--- src/rtl/pipeline_trace_buffer.sv ---
// Circular trace buffer that freezes a pre/post window of samples around an address-match or external trigger.
// Capture is one sample per valid cycle; read data appears one cycle after an accepted rd_en.
// No stall on the write side (samples arriving outside capture are dropped); reads advance one entry per rd_en cycle.
module pipeline_trace_buffer #(
  parameter int SAMPLE_W = 36,
  parameter int DEPTH    = 16,
  parameter int ADDR_W   = 8,
  parameter int ADDR_LSB = 28,
  parameter int CNT_W    = $clog2(DEPTH) + 1
) (
  input  logic                clk,
  input  logic                reset,
  input  logic                sample_valid,
  input  logic [SAMPLE_W-1:0] sample_in,
  input  logic                arm,
  input  logic                ext_trig,
  input  logic                addr_trig_en,
  input  logic [ADDR_W-1:0]   trig_addr,
  input  logic [CNT_W-1:0]    post_count,
  input  logic                rd_en,
  output logic [SAMPLE_W-1:0] rd_data,
  output logic                rd_valid,
  output logic                rd_last,
  output logic                armed,
  output logic                triggered,
  output logic                done,
  output logic [CNT_W-1:0]    fill,
  output logic [CNT_W-1:0]    trig_index
);

  localparam int PTR_W = $clog2(DEPTH);
  localparam logic [CNT_W-1:0] DEPTH_C  = CNT_W'(DEPTH);
  localparam logic [CNT_W-1:0] MAX_POST = CNT_W'(DEPTH - 1);

  typedef enum logic [1:0] {S_IDLE, S_ARMED, S_TRIG, S_DONE} state_t;

  state_t              state, state_nxt;
  logic [SAMPLE_W-1:0] mem [DEPTH];
  logic [PTR_W-1:0]    wr_ptr, rd_ptr, wr_ptr_nxt;
  logic [CNT_W-1:0]    post_cnt, post_eff_q, rd_cnt;
  logic [CNT_W-1:0]    post_eff, fill_nxt, freeze_post;
  logic                triggered_q;
  logic                wr_en, hit, freeze, rd_fire;

  // Next-state decode plus write/trigger/read strobes; arm overrides every other event.
  always_comb begin
    state_nxt   = state;
    wr_en       = 1'b0;
    hit         = 1'b0;
    freeze      = 1'b0;
    freeze_post = '0;
    rd_fire     = 1'b0;
    // Clamp so the trigger sample can never be overwritten by its own post window.
    post_eff    = (post_count > MAX_POST) ? MAX_POST : post_count;
    wr_ptr_nxt  = wr_ptr + PTR_W'(1);
    fill_nxt    = (fill == DEPTH_C) ? fill : fill + CNT_W'(1);
    if (arm) begin
      state_nxt = S_ARMED;
    end else begin
      case (state)
        S_ARMED: begin
          if (sample_valid) begin
            wr_en = 1'b1;
            hit   = ext_trig | (addr_trig_en && (sample_in[ADDR_LSB +: ADDR_W] == trig_addr));
            if (hit) begin
              if (post_eff == '0) begin
                state_nxt = S_DONE;
                freeze    = 1'b1;
              end else begin
                state_nxt = S_TRIG;
              end
            end
          end
        end
        S_TRIG: begin
          if (sample_valid) begin
            wr_en = 1'b1;
            if (post_cnt == CNT_W'(1)) begin
              state_nxt   = S_DONE;
              freeze      = 1'b1;
              freeze_post = post_eff_q;
            end
          end
        end
        S_DONE: rd_fire = rd_en && (rd_cnt != fill);
        default: ;
      endcase
    end
  end

  // Control state: pointers, fill, post-trigger countdown and frozen readout origin.
  always_ff @(posedge clk or negedge reset) begin
    if (!reset) begin
      state       <= S_IDLE;
      wr_ptr      <= '0;
      rd_ptr      <= '0;
      fill        <= '0;
      post_cnt    <= '0;
      post_eff_q  <= '0;
      rd_cnt      <= '0;
      trig_index  <= '0;
      triggered_q <= 1'b0;
    end else begin
      state <= state_nxt;
      if (arm) begin
        wr_ptr      <= '0;
        rd_ptr      <= '0;
        fill        <= '0;
        rd_cnt      <= '0;
        post_cnt    <= '0;
        triggered_q <= 1'b0;
      end else begin
        if (wr_en) begin
          wr_ptr <= wr_ptr_nxt;
          fill   <= fill_nxt;
        end
        if (hit) begin
          triggered_q <= 1'b1;
          post_cnt    <= post_eff;
          post_eff_q  <= post_eff;
        end else if (wr_en && state == S_TRIG) begin
          post_cnt <= post_cnt - CNT_W'(1);
        end
        // Once full, the oldest surviving entry sits at the next write slot.
        if (freeze) begin
          trig_index <= fill_nxt - CNT_W'(1) - freeze_post;
          rd_ptr     <= (fill_nxt == DEPTH_C) ? wr_ptr_nxt : '0;
        end
        if (rd_fire) begin
          rd_ptr <= rd_ptr + PTR_W'(1);
          rd_cnt <= rd_cnt + CNT_W'(1);
        end
      end
    end
  end

  // Sample storage; contents are deliberately left unreset.
  always_ff @(posedge clk) begin
    if (wr_en) mem[wr_ptr] <= sample_in;
  end

  // Registered read port; rd_data holds its last value when no read is accepted.
  always_ff @(posedge clk or negedge reset) begin
    if (!reset) begin
      rd_data  <= '0;
      rd_valid <= 1'b0;
      rd_last  <= 1'b0;
    end else begin
      rd_valid <= rd_fire;
      rd_last  <= rd_fire && ((rd_cnt + CNT_W'(1)) == fill);
      if (rd_fire) rd_data <= mem[rd_ptr];
    end
  end

  assign armed     = (state == S_ARMED) || (state == S_TRIG);
  assign done      = (state == S_DONE);
  assign triggered = triggered_q;

endmodule

--- config.mk ---
export PLATFORM = sky130hd
export DESIGN_NAME = pipeline_trace_buffer
export DESIGN_NICKNAME = d
export VERILOG_FILES = /design/src/rtl/pipeline_trace_buffer.sv
export SDC_FILE = /design/constraint.sdc
export NUM_CORES = 1
export LEC_CHECK = 0
export ABC_AREA = 1
export ABC_CLOCK_PERIOD_IN_PS = 3900
export CORE_MARGIN = 5
export CORE_UTILIZATION = 48
export DETAILED_ROUTE_END_ITERATION = 8
export PLACE_DENSITY = 0.72
export SETUP_SLACK_MARGIN = 0.2
export SLEW_MARGIN = 10
export SYNTH_ARGS = -nofsm -noshare
export SYNTH_HDL_FRONTEND = slang
export SYNTH_SLANG_ARGS = --single-unit
export TNS_END_PERCENT = 50
--- constraint.sdc ---
create_clock -name clk -period 3.9 [get_ports clk]
set_input_delay 1.17 -clock clk [delete_from_list [all_inputs] [get_ports clk]]
set_output_delay 1.17 -clock clk [all_outputs]
set_load 0.01 [all_outputs]
Yosys cells after proc, flatten, opt, wreduce, memory -nomap -nowiden:

Memory sizes are Yosys's and may differ from the RTL's. A register that Yosys moved wholly into a read port is not among the register bits.
Index checks and enable logic that the tools add are counted.

* latch bits: 0
* memories: 1
* RAM bits: 576
* bits in registers: 38
* word-level logic and storage cells: 97
* memory bits (read-only): 0
* output and inout port bits: 51

* $mul: 0
* order comparisons: 1
* shift operators: 0
* reductions and logical operators: 17
* div/mod/pow operators: 0
* muxes and demuxes: 45
* add/sub/neg operators: 7
* equal/unequal tests: 13
* bitwise operators: 2

Memories
* mem: depth 16, width 36, rd ports 1, clocked after memory_dff 1, write ports 1, line 38 `logic [SAMPLE_W-1:0] mem [DEPTH];`

Operator list (count)
* $mux W5: 13
* $mux W4: 6
* $mux W1: 19
* $ne A3 B3 Y1 const B: 4
* $add A5 B1 Y5 const B: 2
* $eq A5 B5 Y1 const B: 2
* $mux W2: 5
* $sub A5 B1 Y5 const B: 2
* $reduce_bool A3 Y1: 3
* $add A4 B1 Y4 const B: 2
* $eq A8 B8 Y1: 1
* $reduce_bool A2 Y1: 3
* $eq A5 B1 Y1 const B: 1
* $eq A5 B5 Y1: 1
* $gt A5 B4 Y1 const B: 1
* $logic_not A5 Y1: 1
* $ne A5 B5 Y1: 1
* $reduce_and A5 Y1: 1
* $sub A5 B5 Y5: 1
* $eq A2 B2 Y1 const B: 2
* $logic_and A1 B1 Y1: 4
* $pmux W2 S2: 1
* $reduce_and A2 Y1: 2
* $eq A2 B1 Y1 const B: 1
* other kinds (6): 6

Depth between registers and ports, before layout:

Gate-level depths: netlist of the first run.

* word-level depth: 11
* gate-level depth with buffers: 16
* depth with buffers taken out: 16

Least setup slack after synthesis of the first run:

No wires, ideal clock.

* path type: input-to-reg
* from: input port arm
* to: memory mem[0][0], enable pin
* required time: 3.471 ns
* buffers on the path: 1
* arrival time: 3.348 ns
* slack: 0.122 ns
* stages: 4
* cells stage by stage: clkbuf_1 -> nor2_1 -> nand2_1 -> nor2_1

* longest elaborated chain between the ends: 3

Ends and longest elaborated chain
* from (decl): line 15 `input logic arm,`
* $mux W1: line 57 `if (arm) begin`
* $mux W1: line 139 `if (wr_en) mem[wr_ptr] <= sample_in;`
* $mux W1 (implied by the code): line 139
* to (decl): line 38

No other way between the ends.

Worst setup path in the final report of the first run:

* from: register state[0]
* to: output port armed

* longest elaborated chain between the ends: 2
* elaborated cells between the ends (all ways): 3
* those cells by class: eq/ne: 2; reduce/logical: 1

Ends and longest elaborated chain
* from (decl): line 37 `state_t state, state_nxt;`
* from (signal assigned): line 104 `state <= state_nxt;`
* $eq A2 B1 Y1 / $eq A2 B2 Y1 (equally long branches): line 155 `assign armed = (state == S_ARMED) || (state == S_TRIG);`
* $logic_or A1 B1 Y1 *: line 155
* to (decl): line 24 `output logic armed,`

Every way passes the cells marked *; elsewhere a longest branch is shown, timed or not.

==> impl_metrics.yaml, run 1 <==
routing:
  wl_met1_um: 26060
  wl_per_cell_um: 21.57
  vias_per_cell: 5.850
  wirelength_um: 63000
  wl_met3_um: 4783
  first_pass_iters: 5
  drc: 0
  num_vias: 17088
  drtIter0Drc: 1830
  routed.top_layer: "met4"
  wl_met2_um: 30570
  drtAntennaViolNets: 0
finish:
  drive_gt1_frac: 0.08315
  num-nets-final: 2248
  antenna_cells: 0
  synthToLayoutAreaGrowth_pct: 16.78
hold_path:
  hp-class: "register to register"
clock_tree:
  numCtsBuffers: 66
  cts_resized: 0
  cts-htree-levels: 3
  hold_buffers: 0
  clkLatencyLatePin_ns: 0.60
  postCtsSetupBuffers: 0
  clock-sinks: 650
  clk_pin_slew_ns: 0.06
  cts_tree: "done"
  clockBufferDepth: 3
  cts-root-buf: "clkbuf_16"
place:
  dp_hpwl_um: 34820
  pre_cts_slack_ns: 0.1125
  globalplace.congestion: 0.8015
  port_buffers: 106
global_route:
  antenna_found_initial: 0
  grt.total_usage: 0.2100
  grt_pass1_vias: 17330
  globalRouteOverflowTotal: 0
  grt_first_pass_wirelength_um: 98350
  grt_max_degree: 148
timing:
  min_period_ns: 3.184
  layout_setup_ws_ns: 0.7159
  fmax_mhz: 314.1
  period_share: 0.8164
  max_slew_margin: 0.2119
  grt_setup_unrepaired: "no"
  tightestPinTransition_ns: 1.182
  hold_violations: 0
  tns_ns: 0
  finalSetupViolCount: 0
  slew_violations: 0
  finalClockSkew_ns: 0.02086
floorplanning:
  start_util: 0.4837
  ios: 107
  core_um2: 53810
  fp.dieW_um: 242.9
  die_h_um: 242.9
  rows: 85
  die_area_um2: 58980
logic_synthesis:
  syn_area_per_cell_um2: 12.58
  syn_nets: 2143
  syn_inst: 2069
  synth_top_area_share: 0.6645
  synth_area_um2: 26030
  async_flop_share: 0.1138
  yosys-top-cells-area: "edfxtp_1, dfrtp_1, o21ai_0"
  synth_edf_count: 576
  yosysTopAreaCell: "edfxtp_1"
  synth_warnings: 0
  synth.most_common_cell: "edfxtp_1"
  synth_ff_type: "edfxtp_1"
  yosysSeqAreaShare: 0.7357
  yosys-top-cells-count: "edfxtp_1, nor2_1, o21ai_0"
  synth_cell_types: 32
  synth_seq_cells: 650
critical_path:
  end_kind: "output pin"
  cp-start-kind: "register"
  crit_type: "register to output pin"
  cpMostUsedCell: "inv_1"
  critPathMaxFanout: 4
  slowest_stage: "clkdlybuf4s50_1"
  cp.required_ns: 2.73
  cpPeakStageDelay_ns: 0.53
  path_cells: "inv_1 > ha_1 > inv_1 > clkdlybuf4s50_1"
  cp.arrival_ns: 2.01
power:
  powerDensity_nw_per_um2: 548.3
  p_leak_nw: 10.57
  vdd_drop_max_mv: 0.2913
job:
  maxCapViolCount: 0
status:
  outcome: "completed"
==> flip-flops by register name (all words and copies together), names as in the netlist <==
name        flops
mem           576
rd_data        36
fill            5
post_cnt        5
post_eff_q      5
rd_cnt          5
trig_index      5
rd_ptr          4
wr_ptr          4
state           2
rd_last         1
rd_valid        1
triggered       1
==> cell usage in the layout, fill, tap and decap left out, types with 3 or more instances in the layout <==
master           netlist  routed
a21oi_1                7       7
buf_12                 0      24
buf_4                  8      38
bufinv_16              0       5
clkbuf_1              91      18
clkbuf_16              0      69
clkbuf_8               0       3
clkdlybuf4s50_1        0     105
clkinv_1               0      10
clkinv_2               0      10
clkinvlp_4             0       4
dfrtp_1               74      71
edfxtp_1             576     576
ha_1                  17      17
inv_1                 59      57
inv_2                  6       4
inv_6                  0       4
nand2_1              199     199
nand3_1               28      28
nand4_1                7       7
nor2_1               362     346
nor2_4                 1      17
nor3_1                 6       6
o211ai_1              39      39
o21ai_0              335     335
o21ai_1               39      39
o221ai_1              36      36
o22ai_1              117     117
xnor2_1               12      12
xor2_1                10      10
==> per-layer routing <==
| layer | vias up | GRT usage |
|---|---|---|
| met3 | 108 | 0.04070 |
| met5 | - | 0 |
| met4 | 0 | 0.06776 |
| met2 | 729 | 0.3476 |
| met1 | 8479 | 0.2835 |
| li1 | 7772 | - |
==> cells by family after synthesis <==
kind of cell	synth area share
adder cells (fa/ha/maj)	0.008941
flip-flops	0.7357
XOR/XNOR	0.007403
AO/OA/AOI/OAI	0.1256
AND/OR/NAND/NOR	0.09104
buffers and inverters	0.03139
==> worst max-delay path: cells and delay by family (launching register included) <==
kind	cells	cell delay [ns]
flip-flops	1	0.40
adder cells (fa/ha/maj)	1	0.35
buffers and inverters	3	0.66
==> layout make-up <==
cell class | instances | area [um^2]
clock buffer | 90 | 1836
tap | 696 | 870.8
clock inverter | 29 | 280.3
multi-input combinational | 1224 | 6183
fill | 4162 | 23420
inverter | 65 | 251.5
sequential | 650 | 19160
timing repair buffer | 167 | 1817
==> stage by stage <==
step           utilization  hold slack, ns  std cells  area (um^2)  power, mW
6_report            0.5648          0.4784       2921        30400      16.66
5_1_grt             0.5648          0.4963       2921        30400      17.38
4_1_cts             0.5648          0.4808       2921        30400      16.78
3_5_place_dp        0.5255          0.4646       2802        28280      10.61
3_3_place_gp        0.5255          0.4642       2802        28280      10.55
2_1_floorplan            -          0.4365       2069        26030      9.504
==> report_power, final <==
| part | internal (mW) | switching [mW] |
|---|---|---|
| Combinational | 0.961 | 1.28 |
| Sequential | 8.01 | 0.220 |
| Clock | 3.64 | 2.56 |
| Total | 12.6 | 4.06 |
==> worst paths after layout <==
| path | slack, ns | end | depth (start not counted) | from |
|---|---|---|---|---|
| hold / removal | 0.48 | rd_data[6] | 2 | rd_data[6] |
| max in group asynchronous | 2.54 | rd_data[15] | 2 | reset |
| min in group asynchronous | 0.58 | trig_index[3] | 1 | reset |
| setup / recovery | 0.72 | armed | 4 | state[0] |
| hold reg to reg | 0.48 | rd_data[6] | 2 | rd_data[6] |
| setup reg to reg | 0.99 | trig_index[4] | 16 | post_cnt[1] |
(Power assumes the default switching activity.)
==> inputs of run 2 (changes only) <==
ABC_CLOCK_PERIOD_IN_PS = 2620   (was 3900)
PLACE_DENSITY = 0.75   (was 0.72)
clock period = 2.62 ns   (was 3.9 ns; I/O delays follow)
==> impl_metrics.yaml, run 2 (synthesis gave the netlist of run 1 again) <==
power:
  p_sw_frac: 0.2518
  powerDensity_nw_per_um2: 796.0
  vdd_drop_max_mv: 0.5075
  p_sw_mw: 6.226
  p_int_mw: 18.50
  clkPwrFrac: 0.352
  p_leak_nw: 10.94
  combPwrFrac: 0.153
  seq_power_share: 0.495
critical_path:
  path_cells: "inv_2 > ha_4 > nand2_2 > nor2_1 > nand4_1 > or2_4 > inv_4 > nand2_4 > ha_4 > fa_2 > a21oi_2 > nor2_1 > nor2_1 > xnor2_1 > xnor2_1 > o21ai_1"
  crit_buf_inv: 2
  cp.arrival_ns: 3.11
  cpPeakStageDelay_ns: 0.39
  end_kind: "register"
  critPathMaxFanout: 2
  crit_type: "register to register"
  cp-start-kind: "register"
  cp_top_family: "simple AND/OR/NAND/NOR gates"
  cpMostUsedCell: "nor2_1"
  slowest_stage: "dfrtp_1"
  cp.required_ns: 3.12
timing:
  min_period_ns: 2.609
  period_share: 0.9959
  layout_setup_ws_ns: 0.01069
  hold_violations: 0
  tightestPinTransition_ns: 0.6976
  max_slew_margin: 0.5335
  slew_violations: 0
  fmax_mhz: 383.2
  grt_setup_unrepaired: "yes"
  finalSetupViolCount: 0
  finalClockSkew_ns: 0.01467
global_route:
  antenna_found_initial: 0
  met1_usage: 0.2977
  grt_pass1_vias: 16980
  busiest_layer: "met2"
  grt_max_degree: 165
  globalRouteOverflowTotal: 0
  grt_first_pass_wirelength_um: 97990
  use_met3: 0.03894
  met2_usage: 0.3437
  grt.total_usage: 0.2107
status:
  outcome: "completed"
floorplanning:
  rows: 85
  fp.dieW_um: 242.9
  start_util: 0.4837
  ios: 107
  die_h_um: 242.9
  die_area_um2: 58980
  core_um2: 53810
clock_tree:
  clock-sinks: 650
  numCtsBuffers: 60
  clkLatencyLatePin_ns: 0.63
  cts-root-buf: "clkbuf_16"
  cts-htree-levels: 2
  clk_pin_slew_ns: 0.06
  cts_tree: "done"
  clockBufferDepth: 3
place:
  port_buffers: 106
  globalplace.congestion: 0.8423
  placed_area_um2: 28920
  dp_hpwl_um: 38130
  placed_cells: 2849
  pre_cts_slack_ns: -0.6378
finish:
  largest_registers: "mem: 576 flops, rd_data: 36 flops"
  num-nets-final: 2297
  antenna_cells: 0
  synthToLayoutAreaGrowth_pct: 19.37
  fin_area_um2: 31070
  drive_gt1_frac: 0.1183
  final_common_cell: "edfxtp_1"
  largest_reg_flops: 576
  layout_common_cells: "edfxtp_1, nor2_1, o21ai_0"
  top_register: "mem"
  final_cells: 2969
routing:
  drc: 0
  num_vias: 17458
  wirelength_um: 64110
  drtIter0Drc: 2184
  vias_per_cell: 5.880
  first_pass_iters: 5
  drtAntennaViolNets: 0
  wl_per_cell_um: 21.59
hold_path:
  hp-class: "input port to async pin"
job:
  maxCapViolCount: 0
run 2: changes by cell type in the layout (fill, tap and decap cells not counted), sizes merged, moves of 2 or more:
cell           before  now
clkdlybuf4s50     105   98
dlymetal6s2s        0    2
dlygate4sd2         0    3
clkinvlp            4    6
clkinv             20   27
clkbuf             90   75
buf                62  117
clkdlybuf4s15       0    2
run 2: power groups by stage:
stage | clock network [mW] | logic [mW] | registers (mW)
after floorplan | 0 | 1.64 | 12.5
after global placement | 0 | 3.59 | 12.4
after detailed placement | 0 | 3.67 | 12.4
after CTS | 8.84 | 3.76 | 12.2
after global routing | 9.30 | 4.12 | 12.3
final | 8.72 | 3.78 | 12.2
run 2: worst paths after layout:
path	start	slack (ns)	end	cells past startpoint
worst min register to register	rd_data[6]	0.48	rd_data[6]	2
worst min-delay path	reset	0.1	post_eff_q[4]	1
min in group clk	rd_data[6]	0.48	rd_data[6]	2
worst max-delay path	post_cnt[1]	0.01	trig_index[4]	16
worst max register to register	post_cnt[1]	0.01	trig_index[4]	16
max in group asynchronous	reset	1.85	rd_data[9]	2
run 2: metal layers:
layer  up-vias  routed length, um
met2       874              31000
li1       7874                  -
met1      8606              25650
met4         0               1354
met5         -                  0
met3       104               6115
run 2: worst reg2reg max path: cells and delay by family (launching register included):
family                   cells  cell delay, ns
AND/OR/NAND/NOR              7            0.81
adder cells (fa/ha/maj)      3            0.64
flip-flops                   1            0.39
XOR/XNOR                     2            0.30
AO/OA/AOI/OAI                2            0.21
buffers and inverters        2            0.16
run 2: stage by stage:
step	hold WS, ns	utilization	total power [mW]	setup TNS [ns]
detailed placement	0.4666	0.5374	16.11	-139.77
global placement	0.4634	0.5374	16.00	-112.96
finish	0.09501	0.5774	24.73	0
CTS	0.08650	0.5766	24.83	-0.04758
floorplan	0.4365	-	14.19	0
global route	0.1107	0.5774	25.71	-0.1492
run 2: repair_timing:
| item | 4_1_cts | 5_1_grt |
|---|---|---|
| hold buffers | 0 | 0 |
| gates resized for setup | 23 | 8 |
| setup buffers | 7 | 1 |
| setup endpoints to repair | 10 | 7 |
| pin swaps | 12 | 11 |
run 2: layout make-up:
class | instances | area (um^2)
fillers | 4000 | 22740
flip-flops and latches | 650 | 19160
multi-input cells | 1224 | 6282
repair buffers | 222 | 2507
clock buffers | 75 | 1630
well taps | 696 | 870.8
clock inverters | 37 | 365.4
inverters | 65 | 254.0
==> inputs of run 3 (changes only) <==
MAX_ROUTING_LAYER = met4   (was not set)
==> impl_metrics.yaml, run 3 (synthesis gave the netlist of run 1 again) <==
place:
  dp_hpwl_um: 38130
  port_buffers: 106
  globalplace.congestion: 0.8554
  placed_cells: 2849
job:
  maxCapViolCount: 0
finish:
  synthToLayoutAreaGrowth_pct: 19.36
  drive_gt1_frac: 0.1183
  num-nets-final: 2297
  largest_registers: "mem: 576 flops, rd_data: 36 flops"
  layout_common_cells: "edfxtp_1, nor2_1, o21ai_0"
  final_common_cell: "edfxtp_1"
  antenna_cells: 0
  final.fill_count: 3999
  multiInputGateArea_um2: 6282
  largest_reg_flops: 576
  top_register: "mem"
  final_cells: 2969
  regArea_um2: 19160
timing:
  max_slew_margin: 0.5360
  min_period_ns: 2.611
  fmax_mhz: 383.1
  finalSetupViolCount: 0
  grt_setup_unrepaired: "yes"
  hold_ws_ns: 0.09217
  period_share: 0.9964
  hold_violations: 0
  finalClockSkew_ns: 0.01448
  slew_violations: 0
  tightestPinTransition_ns: 0.6938
  tns_ns: 0
power:
  vdd_drop_max_mv: 0.5076
  powerDensity_nw_per_um2: 796.7
  p_leak_nw: 10.92
routing:
  drc: 0
  vias_per_cell: 5.904
  drtAntennaViolNets: 0
  wirelength_um: 64080
  drtIter0Drc: 2141
  num_vias: 17529
  first_pass_iters: 7
  wl_per_cell_um: 21.58
critical_path:
  cp.arrival_ns: 3.11
  reg2reg_from: "post_cnt[1]"
  cpPeakStageDelay_ns: 0.39
  rr_worst_depth: 16
  r2r_slack_ns: 0.009
  cp.required_ns: 3.12
  cp_top_family: "simple AND/OR/NAND/NOR gates"
  rr_endpoint: "trig_index[4]"
  end_kind: "register"
  critPathMaxFanout: 2
  path_cells: "inv_2 > ha_4 > nand2_2 > nor2_1 > nand4_1 > or2_4 > inv_4 > nand2_4 > ha_4 > fa_2 > a21oi_2 > nor2_1 > nor2_1 > xnor2_1 > xnor2_1 > o21ai_1"
  cpMostUsedCell: "nor2_1"
  crit_buf_inv: 2
  slowest_stage: "dfrtp_1"
  cp-start-kind: "register"
  crit_type: "register to register"
global_route:
  grt_pass1_vias: 16944
  grt_max_degree: 165
  grt_first_pass_wirelength_um: 98120
  antenna_found_initial: 0
  grt.total_usage: 0.2174
  globalRouteOverflowTotal: 0
clock_tree:
  cts-htree-levels: 2
  cts_tree: "done"
  hold_buffers: 0
  clockBufferDepth: 3
  numCtsBuffers: 60
  clock-sinks: 650
  clk_pin_slew_ns: 0.06
  cts-root-buf: "clkbuf_16"
  clkLatencyLatePin_ns: 0.63
floorplanning:
  die_h_um: 242.9
  rows: 85
  core_um2: 53810
  fp.dieW_um: 242.9
  start_util: 0.4837
  die_area_um2: 58980
  ios: 107
hold_path:
  hp-class: "input port to async pin"
status:
  outcome: "completed"
[run 3: changes by cell type in the layout (fill, tap and decap cells not counted), sizes merged]
cell	previous run	this run
clkdlybuf4s50	98	99
dlymetal6s2s	2	1
[run 3: area by class of cell]
class                           instances  area share
Sequential cell                       650      0.6167
Multi-Input combinational cell       1224      0.2022
Timing Repair Buffer                  222     0.08063
Clock buffer                           75     0.05248
Tap cell                              696     0.02803
Clock inverter                         37     0.01176
Inverter                               65    0.008176
[run 3: per-layer routing]
layer / wire length, um / up-vias / share of wire / track usage
met5: 0 / - / 0 / -
met4: 1320 / 0 / 0.021 / 0.05224
met3: 6353 / 107 / 0.099 / 0.03850
met2: 30970 / 900 / 0.48 / 0.3435
met1: 25430 / 8659 / 0.40 / 0.2992
li1: - / 7863 / - / -
[run 3: report_power, final]
group	switching, mW	total, mW	internal, mW
combinational	2.12	3.78	1.66
sequential	0.322	12.2	11.9
clock	3.81	8.74	4.93
total	6.24	24.7	18.5
[run 3: worst max-delay path by stage]
stage,startpoint,end,slack [ns],cells after the start
2_1_floorplan,arm,trig_index[4],0.10,12
3_3_place_gp,sample_valid,trig_index[4],-0.56,13
3_5_place_dp,sample_valid,trig_index[4],-0.64,13
4_1_cts,post_cnt[1],trig_index[4],-0.05,16
5_1_grt,post_cnt[1],trig_index[4],-0.15,16
6_report,post_cnt[1],trig_index[4],0.009,16
[run 3: repair_timing]
action | in CTS | in global routing
buffers inserted | 7 | 1
endpoints found under the setup margin | 10 | 7
resized for setup | 23 | 7
pin swaps | 12 | 11
[run 3: per-stage QoR]
step	setup slack, ns	cell area, um^2	power (mW)	utilization
floorplan	0.1037	26190	14.19	-
global placement	-0.5557	28920	16.00	0.5374
detailed placement	-0.6378	28920	16.11	0.5374
CTS	-0.04758	31030	24.83	0.5766
global route	-0.1492	31070	25.72	0.5773
finish	0.009375	31070	24.75	0.5773
